$ cat config.mk
export PLATFORM = sky130hd
export DESIGN_NAME = switch_debouncer
export DESIGN_NICKNAME = d
export VERILOG_FILES = /design/src/rtl/debounce_pkg.sv /design/src/rtl/switch_debouncer_sync_2ff.sv /design/src/rtl/switch_debouncer.sv
export SDC_FILE = /design/constraint.sdc
export NUM_CORES = 1
export LEC_CHECK = 0
export BUFFER_PORTS_ARGS = -buffer_cell sky130_fd_sc_hd__clkbuf_2
export CAP_MARGIN = 20
export CORE_UTILIZATION = 57
export CTS_CLUSTER_DIAMETER = 60
export DETAILED_ROUTE_END_ITERATION = 8
export PLACE_DENSITY_LB_ADDON = 0.1
export RECOVER_POWER = 100
export SLEW_MARGIN = 15
export SYNTH_ARGS = -nofsm -noshare
export SYNTH_HDL_FRONTEND = slang
export SYNTH_SLANG_ARGS = --single-unit
$ cat constraint.sdc
create_clock -name clk -period 2.4 [get_ports clk]
set_input_delay 0.36 -clock clk [delete_from_list [all_inputs] [get_ports clk]]
set_output_delay 0.36 -clock clk [all_outputs]
set_load 0.01 [all_outputs]
$ cat src/rtl/debounce_pkg.sv
// Shared types and constants for the switch debouncer.
//   state_t                 : 2-bit debounce FSM state encoding
//   DEFAULT_DEBOUNCE_CYCLES : 1 ms qualification window at 50 MHz
//   STATS_W                 : width of the optional aborted-transition counter
package debounce_pkg;

  typedef enum logic [1:0] {
    S_LOW  = 2'b00,
    S_RISE = 2'b01,
    S_HIGH = 2'b10,
    S_FALL = 2'b11
  } state_t;

  localparam int DEFAULT_DEBOUNCE_CYCLES = 50000;
  localparam int STATS_W                 = 16;

endpackage

$ cat src/rtl/switch_debouncer_sync_2ff.sv
// Two-flop synchronizer for a single asynchronous input.
// Reusable for any asynchronous level input.
// Ports:
//   clk   : destination clock
//   rst_n : synchronous active-low reset; both flops load RESET_VAL
//   d     : asynchronous input
//   q     : synchronized output (two clk edges of latency)
module sync_2ff #(
  parameter logic RESET_VAL = 1'b0
) (
  input  logic clk,
  input  logic rst_n,
  input  logic d,
  output logic q
);

  logic sync1;

  always_ff @(posedge clk) begin
    if (!rst_n) begin
      sync1 <= RESET_VAL;
      q     <= RESET_VAL;
    end else begin
      sync1 <= d;
      q     <= sync1;
    end
  end

endmodule

$ cat src/rtl/switch_debouncer.sv
// Switch / pushbutton debouncer.
// A raw bouncing input is synchronized by sync_2ff, then a 4-state FSM
// requires DEBOUNCE_CYCLES consecutive samples at the new level before the
// clean level d_out changes. Any return to the old level restarts the count.
// Optional build macro: SWITCH_DEBOUNCER_STATS_EN adds bounce_cnt, a
// saturating count of aborted transitions.
// Ports:
//   clk        : system clock, rising edge
//   rst_n      : synchronous active-low reset
//   sw_in      : raw asynchronous switch input
//   d_out      : debounced level (feeds downstream d input)
//   rise       : one-cycle strobe, first cycle d_out shows 1
//   fall       : one-cycle strobe, first cycle d_out shows 0
//   bounce_cnt : aborted-transition count (SWITCH_DEBOUNCER_STATS_EN only)
module switch_debouncer
  import debounce_pkg::*;
#(
  parameter int   DEBOUNCE_CYCLES = DEFAULT_DEBOUNCE_CYCLES,
  parameter int   CNT_W           = 16,
  parameter logic RESET_LEVEL     = 1'b0
) (
  input  logic               clk,
  input  logic               rst_n,
  input  logic               sw_in,
  output logic               d_out,
  output logic               rise,
`ifdef SWITCH_DEBOUNCER_STATS_EN
  output logic               fall,
  output logic [STATS_W-1:0] bounce_cnt
`else
  output logic               fall
`endif
);

  localparam logic [CNT_W-1:0] CNT_LAST  = CNT_W'(DEBOUNCE_CYCLES - 1);
  localparam state_t           RST_STATE = RESET_LEVEL ? S_HIGH : S_LOW;

  logic             sync2;
  state_t           state, state_nxt;
  logic [CNT_W-1:0] cnt, cnt_nxt;
  logic             rise_nxt, fall_nxt;

  sync_2ff #(.RESET_VAL(RESET_LEVEL)) u_sync (
    .clk   (clk),
    .rst_n (rst_n),
    .d     (sw_in),
    .q     (sync2)
  );

  always_ff @(posedge clk) begin
    if (!rst_n) begin
      state <= RST_STATE;
      cnt   <= '0;
      rise  <= 1'b0;
      fall  <= 1'b0;
    end else begin
      state <= state_nxt;
      cnt   <= cnt_nxt;
      rise  <= rise_nxt;
      fall  <= fall_nxt;
    end
  end

  // The first sample at the new level counts as 1, so the commit lands on
  // the DEBOUNCE_CYCLES-th consecutive sample and cnt never passes CNT_LAST.
  always_comb begin
    state_nxt = state;
    cnt_nxt   = cnt;
    rise_nxt  = 1'b0;
    fall_nxt  = 1'b0;
    case (state)
      S_LOW: begin
        if (sync2) begin
          state_nxt = S_RISE;
          cnt_nxt   = CNT_W'(1);
        end else begin
          cnt_nxt   = '0;
        end
      end
      S_RISE: begin
        if (!sync2) begin
          state_nxt = S_LOW;
          cnt_nxt   = '0;
        end else if (cnt == CNT_LAST) begin
          state_nxt = S_HIGH;
          cnt_nxt   = '0;
          rise_nxt  = 1'b1;
        end else begin
          cnt_nxt   = cnt + CNT_W'(1);
        end
      end
      S_HIGH: begin
        if (!sync2) begin
          state_nxt = S_FALL;
          cnt_nxt   = CNT_W'(1);
        end else begin
          cnt_nxt   = '0;
        end
      end
      S_FALL: begin
        if (sync2) begin
          state_nxt = S_HIGH;
          cnt_nxt   = '0;
        end else if (cnt == CNT_LAST) begin
          state_nxt = S_LOW;
          cnt_nxt   = '0;
          fall_nxt  = 1'b1;
        end else begin
          cnt_nxt   = cnt + CNT_W'(1);
        end
      end
    endcase
  end

  // S_HIGH and S_FALL share bit 1, so the level is read straight off the
  // state register.
  assign d_out = state[1];

`ifdef SWITCH_DEBOUNCER_STATS_EN
  logic abort;
  assign abort = ((state == S_RISE) && !sync2) || ((state == S_FALL) && sync2);

  always_ff @(posedge clk) begin
    if (!rst_n)
      bounce_cnt <= '0;
    else if (abort && (bounce_cnt != '1))
      bounce_cnt <= bounce_cnt + STATS_W'(1);
  end
`endif

endmodule

==> flow_summary_export.csv <==
group,metric,value,unit
floorplanning,die_h,43.38,um
final_layout,layout-drive-gt1-share,6.481,%
critical_path,r2r_cells,4,
synthesis,synth-edff-count,0,
synthesis,synth_compound_area_share,2.821,%
hold_path,hp-class,"primary input to register",
cts,htreeDepth,1,
global_routing,grt_max_degree,15,
synthesis,syn_area,975.9,um^2
sta,finalSetupViolCount,0,
global_routing,grt_usage,20.73,%
cts,cts_resized,0,
cts,clkLatencyLatePin,0.30,ns
sta,final_max_slew_viol_count,0,
critical_path,r2r-start,"cnt[4]$_SDFF_PN0_",
synthesis,synthSimpleGateAreaFrac,32.56,%
floorplanning,core,0.001559,mm^2
sta,rsz0062_at_grt,"no",
critical_path,cp_data_arrival_time,2.15,ns
synthesis,ys_async_sr_fraction,0,%
final_layout,diodes,0,
synthesis,syn_avg_cell_area,9.475,um^2
sta,finalSetupTns,0,ns
synthesis,syn-num-nets,107,
hold_path,hold-path-endpoint,"u_sync.sync1$_SDFF_PN0_",
final_layout,synthToLayoutAreaGrowth,2.051,%
cts,postCtsSetupBuffers,0,
synthesis,synth_top_family_by_area,"simple AND/OR/NAND/NOR gates",
sta,period_share,81.83,%
cts,cts_tree,"built",
critical_path,worstPathMaxFanout,14,
cts,cts.sinks,22,
global_routing,overflow,0,
synthesis,synth_mux_area_share,0,%
power_and_ir_drop,ir_drop,381.5,uV
cts,cts_buffers,3,
synthesis,synth-seq-cells,22,
cts,cts-root-buf,"clkbuf_4",
sta,min_period,1.964,ns
synthesis,synthCells,103,
floorplanning,start_util,62.60,%
route,dr_wl_met3,78,um
power_and_ir_drop,power.density,536.6,mW/mm^2
place,routabilityCongestion,0.8023,
critical_path,r2r_slack,0.44,ns
sta,fmaxAchievable,0.5092,GHz
synthesis,synth-xor-area-share,12.56,%
synthesis,synth-adder-area-share,1.282,%
place,port_buffers,5,
floorplanning,dieArea,0.001882,mm^2
route,ant_nets,0,
critical_path,path_class,"register to register",
critical_path,crit_required,2.58,ns
critical_path,critPathLaunch,"cnt[4]$_SDFF_PN0_",
hold_path,hold_start,"sw_in",
place,dp_hpwl,1201,um
global_routing,grt_pass1_wl,2822,um
critical_path,r2r-end,"cnt[6]$_SDFF_PN0_",
route,wl_met1,773,um
run_status,status,"completed",
synthesis,synth_flop_cell,"dfxtp_1",
power_and_ir_drop,leakage,0.3066,nW
cts,clk_pin_slew,0.11,ns
route,vias,733,
route,drtIter0Drc,18,
hold_path,min_delay_path_depth,2,
floorplanning,io_pins,6,
floorplanning,die_w,43.38,um
sta,final_hold_viol_count,0,
sta,fin_hold_ws,0.2541,ns
global_routing,antenna_found_initial,0,
critical_path,endpoint_kind,"register",
global_routing,grt_pass1_vias,685,
synthesis,yosysUniqueCellTypes,29,
route,first_pass_iters,4,
final_layout,final_net_count,114,
sta,worst_pin_slew,0.6604,ns
route,via_per_inst,5.911,
synthesis,ys_seq_area_share,45.13,%
sta,max_slew_margin,55.57,%
synthesis,yosys_warnings,0,
run,max_cap_violations,0,
route,highest_layer,"met4",
route,wl_met2,740,um
route,routed_wl,1630,um
critical_path,worstSetupStartpointType,"register",
floorplanning,rows,14,
cts,hold_buffers,0,
cts,cts_buffer_depth,2,
route,wl_per_cell,13.15,um
sta,fin_skew,0.003506,ns
route,drc_errors,0,
## cell usage after synthesis, drive strengths merged, types with 2 or more instances
library cell / n / share of area, %
nand4: 4 / 2.6
xor2: 2 / 1.8
and2: 2 / 1.3
nor2: 18 / 7.2
nor2b: 2 / 1.3
and3: 3 / 1.9
buf: 3 / 3.7
or4b: 3 / 3.5
inv: 5 / 1.9
dfxtp: 22 / 45
nor4: 7 / 6.7
xnor2: 12 / 11
nand3: 6 / 3.1
nor3: 4 / 2.1
nand2: 2 / 0.77
## placed cells by master (no fill, tap or decap)
| cell | netlist | final |
|---|---|---|
| nor2_2 | 1 | 1 |
| nand2_1 | 2 | 2 |
| nor4_4 | 1 | 1 |
| nand3_1 | 6 | 6 |
| xor2_1 | 2 | 2 |
| nand4_1 | 4 | 4 |
| o21ai_0 | 1 | 1 |
| xnor2_1 | 12 | 12 |
| inv_1 | 5 | 5 |
| nand3b_1 | 1 | 1 |
| nand4b_1 | 1 | 1 |
| or4b_1 | 2 | 2 |
| and2_1 | 2 | 1 |
| clkbuf_4 | 0 | 3 |
| or4b_4 | 1 | 1 |
| a211oi_1 | 1 | 1 |
| a21oi_1 | 1 | 1 |
| nor4_1 | 5 | 6 |
| nor2b_1 | 2 | 2 |
| clkbuf_2 | 0 | 1 |
| dfxtp_1 | 22 | 22 |
| ha_1 | 1 | 1 |
| clkbuf_1 | 0 | 4 |
| a41o_1 | 1 | 1 |
| and3_1 | 3 | 3 |
| nor2_1 | 17 | 17 |
| or3_1 | 1 | 1 |
| and2_0 | 0 | 1 |
| nor3_1 | 4 | 4 |
## worst max-delay path by stage
stage	slack (ns)	end	cells after the start
2_1_floorplan	0.69	cnt[14]$_SDFF_PN0_	6
3_3_place_gp	0.48	cnt[13]$_SDFF_PN0_	4
3_5_place_dp	0.42	cnt[6]$_SDFF_PN0_	4
4_1_cts	0.41	cnt[6]$_SDFF_PN0_	4
5_1_grt	0.22	cnt[6]$_SDFF_PN0_	5
6_report	0.44	cnt[6]$_SDFF_PN0_	4
## where the power goes
part | leakage, nW | internal (mW) | switching (mW) | total, mW
logic | 0.115 | 0.00262 | 0.00328 | 0.00591
clock network | 0.0138 | 0.0586 | 0.101 | 0.160
registers | 0.178 | 0.367 | 0.00157 | 0.369
## layer usage
metal / vias to the layer above / GRT usage (%)
li1: 368 / -
met1: 337 / 24.07
met2: 23 / 35.45
met3: 5 / 4.167
met4: 0 / 11.88
met5: - / 0
## worst max-delay path: stages (launching register included)
cell and delay, ns:
dfxtp_1 0.39, or4b_4 0.58, nor4_4 0.32, or3_1 0.46
nor2_1 0.10
## per-stage QoR
stage	instances	cell area [um^2]	util, %	worst slack [ns]	power (mW)
after floorplan	103	975.9	-	0.6856	0.3804
after global placement	121	984.7	63.16	0.4769	0.3833
after detailed placement	121	984.7	63.16	0.4195	0.3836
after CTS	124	1007	64.61	0.4132	0.5369
after global routing	124	996.0	63.88	0.2227	0.5548
final	124	996.0	63.88	0.4360	0.5345
## flip-flops by register name, indices dropped and copies added, names as in the netlist, named ones only
register and cells:
state 1, cnt 16, u_sync.sync1 1, rise 1
fall 1, u_sync.q 1
## layout make-up
class                           instances  area [um^2]
Sequential cell                        22        440.4
Tap cell                               16        20.02
Multi-Input combinational cell         73        474.2
Fill cell                             132        563.0
Inverter                                5        18.77
Clock buffer                            3        22.52
Timing Repair Buffer                    5        20.02
## logic make-up after synthesis
group | count (synthesis)
xor gates and xnor gates | 14
DFF | 22
AOI/OAI and AO/OA | 4
buffers and inverters | 8
adders and majority gates | 1
and+or+nand+nor | 54
Power figures use the tool's default switching activity.
